`config.mk`:
```
export PLATFORM = sky130hd
export DESIGN_NAME = gt_cfg_ctrl
export DESIGN_NICKNAME = d
export VERILOG_FILES = /design/src/rtl/gt_cfg_ctrl.sv
export SDC_FILE = /design/constraint.sdc
export NUM_CORES = 1
export LEC_CHECK = 0
export BUFFER_PORTS_ARGS = -buffer_cell sky130_fd_sc_hd__buf_2
export CAP_MARGIN = 10
export CORE_MARGIN = 8
export CORE_UTILIZATION = 30
export DETAILED_ROUTE_END_ITERATION = 7
export GPL_TIMING_DRIVEN = 0
export PLACE_DENSITY_LB_ADDON = 0.12
export RECOVER_POWER = 25
export SYNTH_ARGS = -nofsm -noshare
export SYNTH_HDL_FRONTEND = slang
export SYNTH_SLANG_ARGS = --single-unit
```
`constraint.sdc`:
```
create_clock -name clk -period 1.7 [get_ports clk]
set_input_delay 0.425 -clock clk [delete_from_list [all_inputs] [get_ports clk]]
set_output_delay 0.425 -clock clk [all_outputs]
set_load 0.1 [all_outputs]
```
`src/rtl/gt_cfg_ctrl.sv`:
```
// gt_cfg_ctrl: register-mapped GT lane config with atomic commit and timed reset pulses (GT_CFG_CTRL_AUTO_RXRESET_EN enables auto RX reset on DFE change)
module gt_cfg_ctrl #(
  parameter int         RST_CYCLES   = 16,
  parameter logic [4:0] DIFFCTRL_MAX = 5'd24,
  parameter logic [4:0] DIFFCTRL_RST = 5'd12,
  parameter logic       RXDFEEN_RST  = 1'b1
) (
  input  logic        clk,
  input  logic        rst,
  input  logic        wr_en,
  input  logic [2:0]  wr_addr,
  input  logic [31:0] wr_data,
  input  logic        rd_en,
  input  logic [2:0]  rd_addr,
  output logic [31:0] rd_data,
  output logic        rd_valid,
  output logic [21:0] cfg_out,
  output logic        busy
);
  typedef enum logic [1:0] {IDLE, APPLY, RX_RST, ES_RST} state_t;
  localparam int CW = $clog2(RST_CYCLES);
  localparam logic [4:0] MISC_RST = {RXDFEEN_RST, 4'b0010};
  state_t state, state_n;
  logic [CW-1:0] cnt;
  logic [4:0] s_diff, s_pre, s_post, s_misc, a_diff, a_pre, a_post, a_misc;
  logic rx_bit, es_bit, ctrl_rx, ctrl_rx_n, err, err_n;
  logic wr_ctrl, commit, es_req, done, dfe_chg;
  logic [4:0] diff_w;
  logic [31:0] rd_mux;
  logic unused_bits;
  assign unused_bits = &{1'b0, wr_data[31:21], wr_data[15:13], wr_data[7:5]};
  assign cfg_out = {rx_bit, es_bit, a_misc, a_post, a_pre, a_diff};
  assign busy = state != IDLE;
  assign wr_ctrl = wr_en && wr_addr == 3'd2;
  assign commit = wr_ctrl && wr_data[0];
  assign es_req = wr_ctrl && wr_data[1];
  assign done = cnt == CW'(RST_CYCLES - 1);
  assign diff_w = wr_data[4:0] > DIFFCTRL_MAX ? DIFFCTRL_MAX : wr_data[4:0];
`ifdef GT_CFG_CTRL_AUTO_RXRESET_EN
  assign dfe_chg = s_misc[4] ^ a_misc[4];
`else
  assign dfe_chg = 1'b0;
`endif
  always_comb begin
    state_n = state == IDLE  ? (commit ? APPLY : es_req ? ES_RST : IDLE) :
              state == APPLY ? (dfe_chg ? RX_RST : IDLE) :
              done ? IDLE : state;
    ctrl_rx_n = wr_ctrl ? wr_data[2] : ctrl_rx;
    // a busy request or a commit+eyescan pair both lose a request; a new error beats W1C
    err_n = (wr_ctrl && ((busy && (wr_data[0] || wr_data[1])) || (!busy && wr_data[0] && wr_data[1]))) ||
            (err && !(wr_en && wr_addr == 3'd3 && wr_data[1]));
    rd_mux = rd_addr == 3'd0 ? {11'd0, s_post, 3'd0, s_pre, 3'd0, s_diff} :
             rd_addr == 3'd1 ? {27'd0, s_misc} :
             rd_addr == 3'd2 ? {29'd0, ctrl_rx, 2'd0} :
             rd_addr == 3'd3 ? {30'd0, err, busy} :
             rd_addr == 3'd4 ? {11'd0, a_post, 3'd0, a_pre, 3'd0, a_diff} :
             rd_addr == 3'd5 ? {27'd0, a_misc} : 32'd0;
  end
  always_ff @(posedge clk) begin
    if (rst) begin
      state <= RX_RST;
      cnt <= '0;
      {s_diff, s_pre, s_post, s_misc} <= {DIFFCTRL_RST, 10'd0, MISC_RST};
      {a_diff, a_pre, a_post, a_misc} <= {DIFFCTRL_RST, 10'd0, MISC_RST};
      rx_bit <= 1'b1;
      es_bit <= 1'b0;
      ctrl_rx <= 1'b0;
      err <= 1'b0;
      rd_valid <= 1'b0;
      rd_data <= '0;
    end else begin
      state <= state_n;
      cnt <= (state_n == state && (state == RX_RST || state == ES_RST)) ? cnt + 1'b1 : '0;
      rx_bit <= (state_n == RX_RST) || ctrl_rx_n;
      es_bit <= state_n == ES_RST;
      ctrl_rx <= ctrl_rx_n;
      err <= err_n;
      rd_valid <= rd_en;
      if (rd_en) rd_data <= rd_mux;
      if (wr_en && wr_addr == 3'd0) {s_post, s_pre, s_diff} <= {wr_data[20:16], wr_data[12:8], diff_w};
      if (wr_en && wr_addr == 3'd1) s_misc <= wr_data[4:0];
      if (state == APPLY) {a_diff, a_pre, a_post, a_misc} <= {s_diff, s_pre, s_post, s_misc};
    end
  end
endmodule

```
==> run metrics <==
Cell Area, Placed=3423 µm²; Layout Cell Area excl Fill=3674 µm²; area of the multi-input gates=1378 µm²; Post-synth EDFFs=0; die outline area=~13000 µm²; number of nets with antenna violations after detailed routing=0; Net count, final=468; cts-stage hold buffer count=0; total number of clock tree sinks=66; DRC violations left=0; clock tree from TritonCTS=yes; area taken by flip-flops and latches=~1300 µm²; max-slew violation total from the final report=0; Unique masters post-synth=37; wire length of the first global-routing pass=13330 µm; violation count after the first detailed-route iteration=105; Worst Reg-to-Reg Cells=4; setup slack after placement=-0.2760 ns; achievable clock frequency=0.6148 GHz; hold crit path type=input port to flop; maximum clock skew at final layout=0.004344 ns; data arrival at the endpoint of the critical path=about 1.2 ns; Cell Rows=36; estimated wirelength of the detail-placed design=6057 µm; Max stage delay cell, worst path=dfxtp_1; Crit Path Category=flop to output port; worst skew pair latency=0.34 ns; worst r2r src=state[1]; delay of the slowest cell on the worst path=0.39 ns; element type at the critical path start=flop; RSZ-0062 raised after global routing=false; maximum number of pins on one net before global-route repair=13; average size of a mapped cell=between 8 and 9 µm²; sink of the worst hold path=s_pre[4]; placer's final routability congestion estimate=0.7725; Layout Utilization=38.47%; Post-Syn Area=2892 µm²; Die H=114.2 µm; final period demand of the worst path=1.626 ns; outcome=complete, no violations; cell count after synthesis=336; length of the first detailed-routing pass in iterations=4; Leakage Power=1.537 nW; Final Hold Vio Count=0; Avg Vias per Cell=4.387; number of primary I/O pins=98; Critical Path, Cell by Cell=or2_4 > buf_12; via count of the first global-routing pass=2472; yosys synthesis warning count=0; IO buf count=61; FF-to-FF End=a_pre[3]; ys flop type=dfxtp_1; Max rail drop VDD=~0.39 mV; Worst-Margin Slew=0.6837 ns; final instance count without filler cells=564; fraction of layout instances using a drive strength above 1=27.44%; clock root buffer=clkbuf_8; Setup-failing EPs final=0; Max-slew headroom=54.22%; number of buffers inserted during clock tree synthesis=9; number of maximum-capacitance violations=0; average detailed-routed wire length per instance=approximately 15 µm; register-to-register setup slack=0.17 ns; cell depth of the worst hold path=3; maximum buffer depth of the clock tree=2; initial core utilization=between 30% and 40%; required time of the worst setup path=1.27 ns; FF+latch count, synth=66; highest net fanout along the worst path=8; fraction of registers with async set/reset=0%; Clock Pin Slew Worst Setup and Hold Paths=0.08 ns; width of the chip=114.2 µm; vias after detailed routing=2474; total global-route track usage=around 13%; Tcrit/Tclk final=between 90% and 100%; core area=9549 µm²; Area growth, synth to finish=27.04%; Clock H-tree levels=3; sum of overflow across all layers after global routing=0; category of the worst setup path capture point=output port; overall routed net length=8435 µm; Layout fillers=1022; antenna violations before repair=0; part of the Yosys area used for sequential elements=45.69%; start point of the worst hold path=wr_data[12]; power density over cell area=~970 nW/µm²; fin worst setup slack=0.07353 ns; Placed Cells=546
stage by stage:
step	TNS, ns	hold slack (ns)	power, W
after floorplan	0	0.4179	0.001990
after global placement	-2.468	0.4328	0.002087
after detailed placement	-2.699	0.4438	0.002087
after CTS	0	0.2937	0.003598
after global routing	0	0.2931	0.003703
final	0	0.3161	0.003557
metal layers:
| metal | track usage, % | up-vias | share of wire, % |
|---|---|---|---|
| li1 | - | 1274 | - |
| met3 | 5.169 | 8 | 6.8 |
| met5 | 0 | - | 0 |
| met2 | 21.88 | 77 | 47 |
| met4 | 3.993 | 0 | 1.3 |
| met1 | 16.02 | 1115 | 45 |
repair_timing:
item	in CTS	in global routing
gates resized for setup	3	4
endpoints found under the setup margin	1	2
hold endpoints to repair	0	0
buffers inserted	0	1
synthesized netlist by cell type (7+ instances only):
cell	number	area (µm²)
mux2_2	11	123.9
dfxtp_1	66	1321
nand3b_1	10	75.07
nand2_1	69	259.0
nand2b_1	7	43.79
nor2b_1	17	106.4
clkbuf_1	12	45.04
nand3_1	7	35.03
buf_4	21	157.7
a21oi_1	48	240.2
nor2_1	20	75.07
mux2i_1	7	70.07
layout make-up:
class                      count  share of cell area [%]
tap                          133                   4.530
buffer                        39                   6.165
antenna                        1                 0.06812
timing repair buffer          62                   9.230
inverter                       3                  0.3065
sequential                    66                   36.00
multi-input combinational    244                   37.50
clock buffer                  10                   3.747
clock inverter                 6                   2.452
cell families (layout without fill, tap and decap cells):
logic type | Yosys count | in the layout | synth area share [%]
other | 1 | 18 | 0.1297
adder cells (fa/ha/maj) | 2 | 2 | 0.7788
AO/OA/AOI/OAI | 63 | 63 | 12.03
flip-flops | 66 | 66 | 45.69
buffers and inverters | 42 | 120 | 8.351
multiplexers | 20 | 20 | 8.265
AND/OR/NAND/NOR | 140 | 140 | 24.15
XOR/XNOR | 2 | 2 | 0.6059
critical path, delay by kind of cell, from the launching register on:
kind                   cells  cell delay [ns]
buffers and inverters      1             0.17
flip-flops                 1             0.39
AND/OR/NAND/NOR            1             0.30
sequential cells by signal, indices dropped and copies added (netlist names):
name and cells:
rx_bit 1, a_misc 5, a_post 5, ctrl_rx 1, rd_valid 1, err 1
es_bit 1, s_post 5, s_diff 5, rd_data 15, s_pre 5, a_pre 5
state 2, s_misc 5, a_diff 5, cnt 4
power by group:
part	switching [W]	total, W	internal, W
Combinational	0.000346	0.000461	0.000115
Sequential	0.0000156	0.00159	0.00157
Clock	0.000641	0.00151	0.000868
Total	0.00100	0.00356	0.00255
how the worst max path moves through the flow:
| stage | startpoint | endpoint | cells after the start | slack, ns |
|---|---|---|---|---|
| after CTS | state[1] | busy | 2 | 0.02 |
| after detailed placement | rd_en | rd_data[17] | 5 | -0.28 |
| final | state[1] | busy | 2 | 0.07 |
| after floorplan | a_misc[0] | rd_data[0] | 4 | 0.06 |
| after global routing | state[1] | busy | 2 | 0.03 |
| after global placement | rd_en | rd_data[9] | 5 | -0.25 |
cells in the final DEF, fill, tap and decap left out, types with 2 or more instances in the layout:
| master | Yosys | final |
|---|---|---|
| dfxtp_1 | 66 | 65 |
| nor2b_1 | 17 | 17 |
| buf_12 | 0 | 2 |
| buf_2 | 4 | 61 |
| clkbuf_1 | 12 | 15 |
| nand2b_1 | 7 | 8 |
| buf_4 | 21 | 20 |
| mux4_2 | 2 | 2 |
| conb_1 | 1 | 17 |
| nor2_1 | 20 | 20 |
| clkbuf_8 | 0 | 10 |
| clkinv_4 | 0 | 2 |
| nand2_1 | 69 | 69 |
| o41ai_1 | 2 | 2 |
| o211ai_1 | 2 | 2 |
| inv_1 | 3 | 3 |
| clkbuf_2 | 0 | 2 |
| a21oi_1 | 48 | 48 |
| o21ai_0 | 5 | 5 |
| nand3b_1 | 10 | 10 |
| mux2i_1 | 7 | 7 |
| mux2_2 | 11 | 10 |
| a211o_1 | 3 | 3 |
| bufinv_16 | 0 | 2 |
| nand3_1 | 7 | 7 |
(Power assumes the default switching activity.)
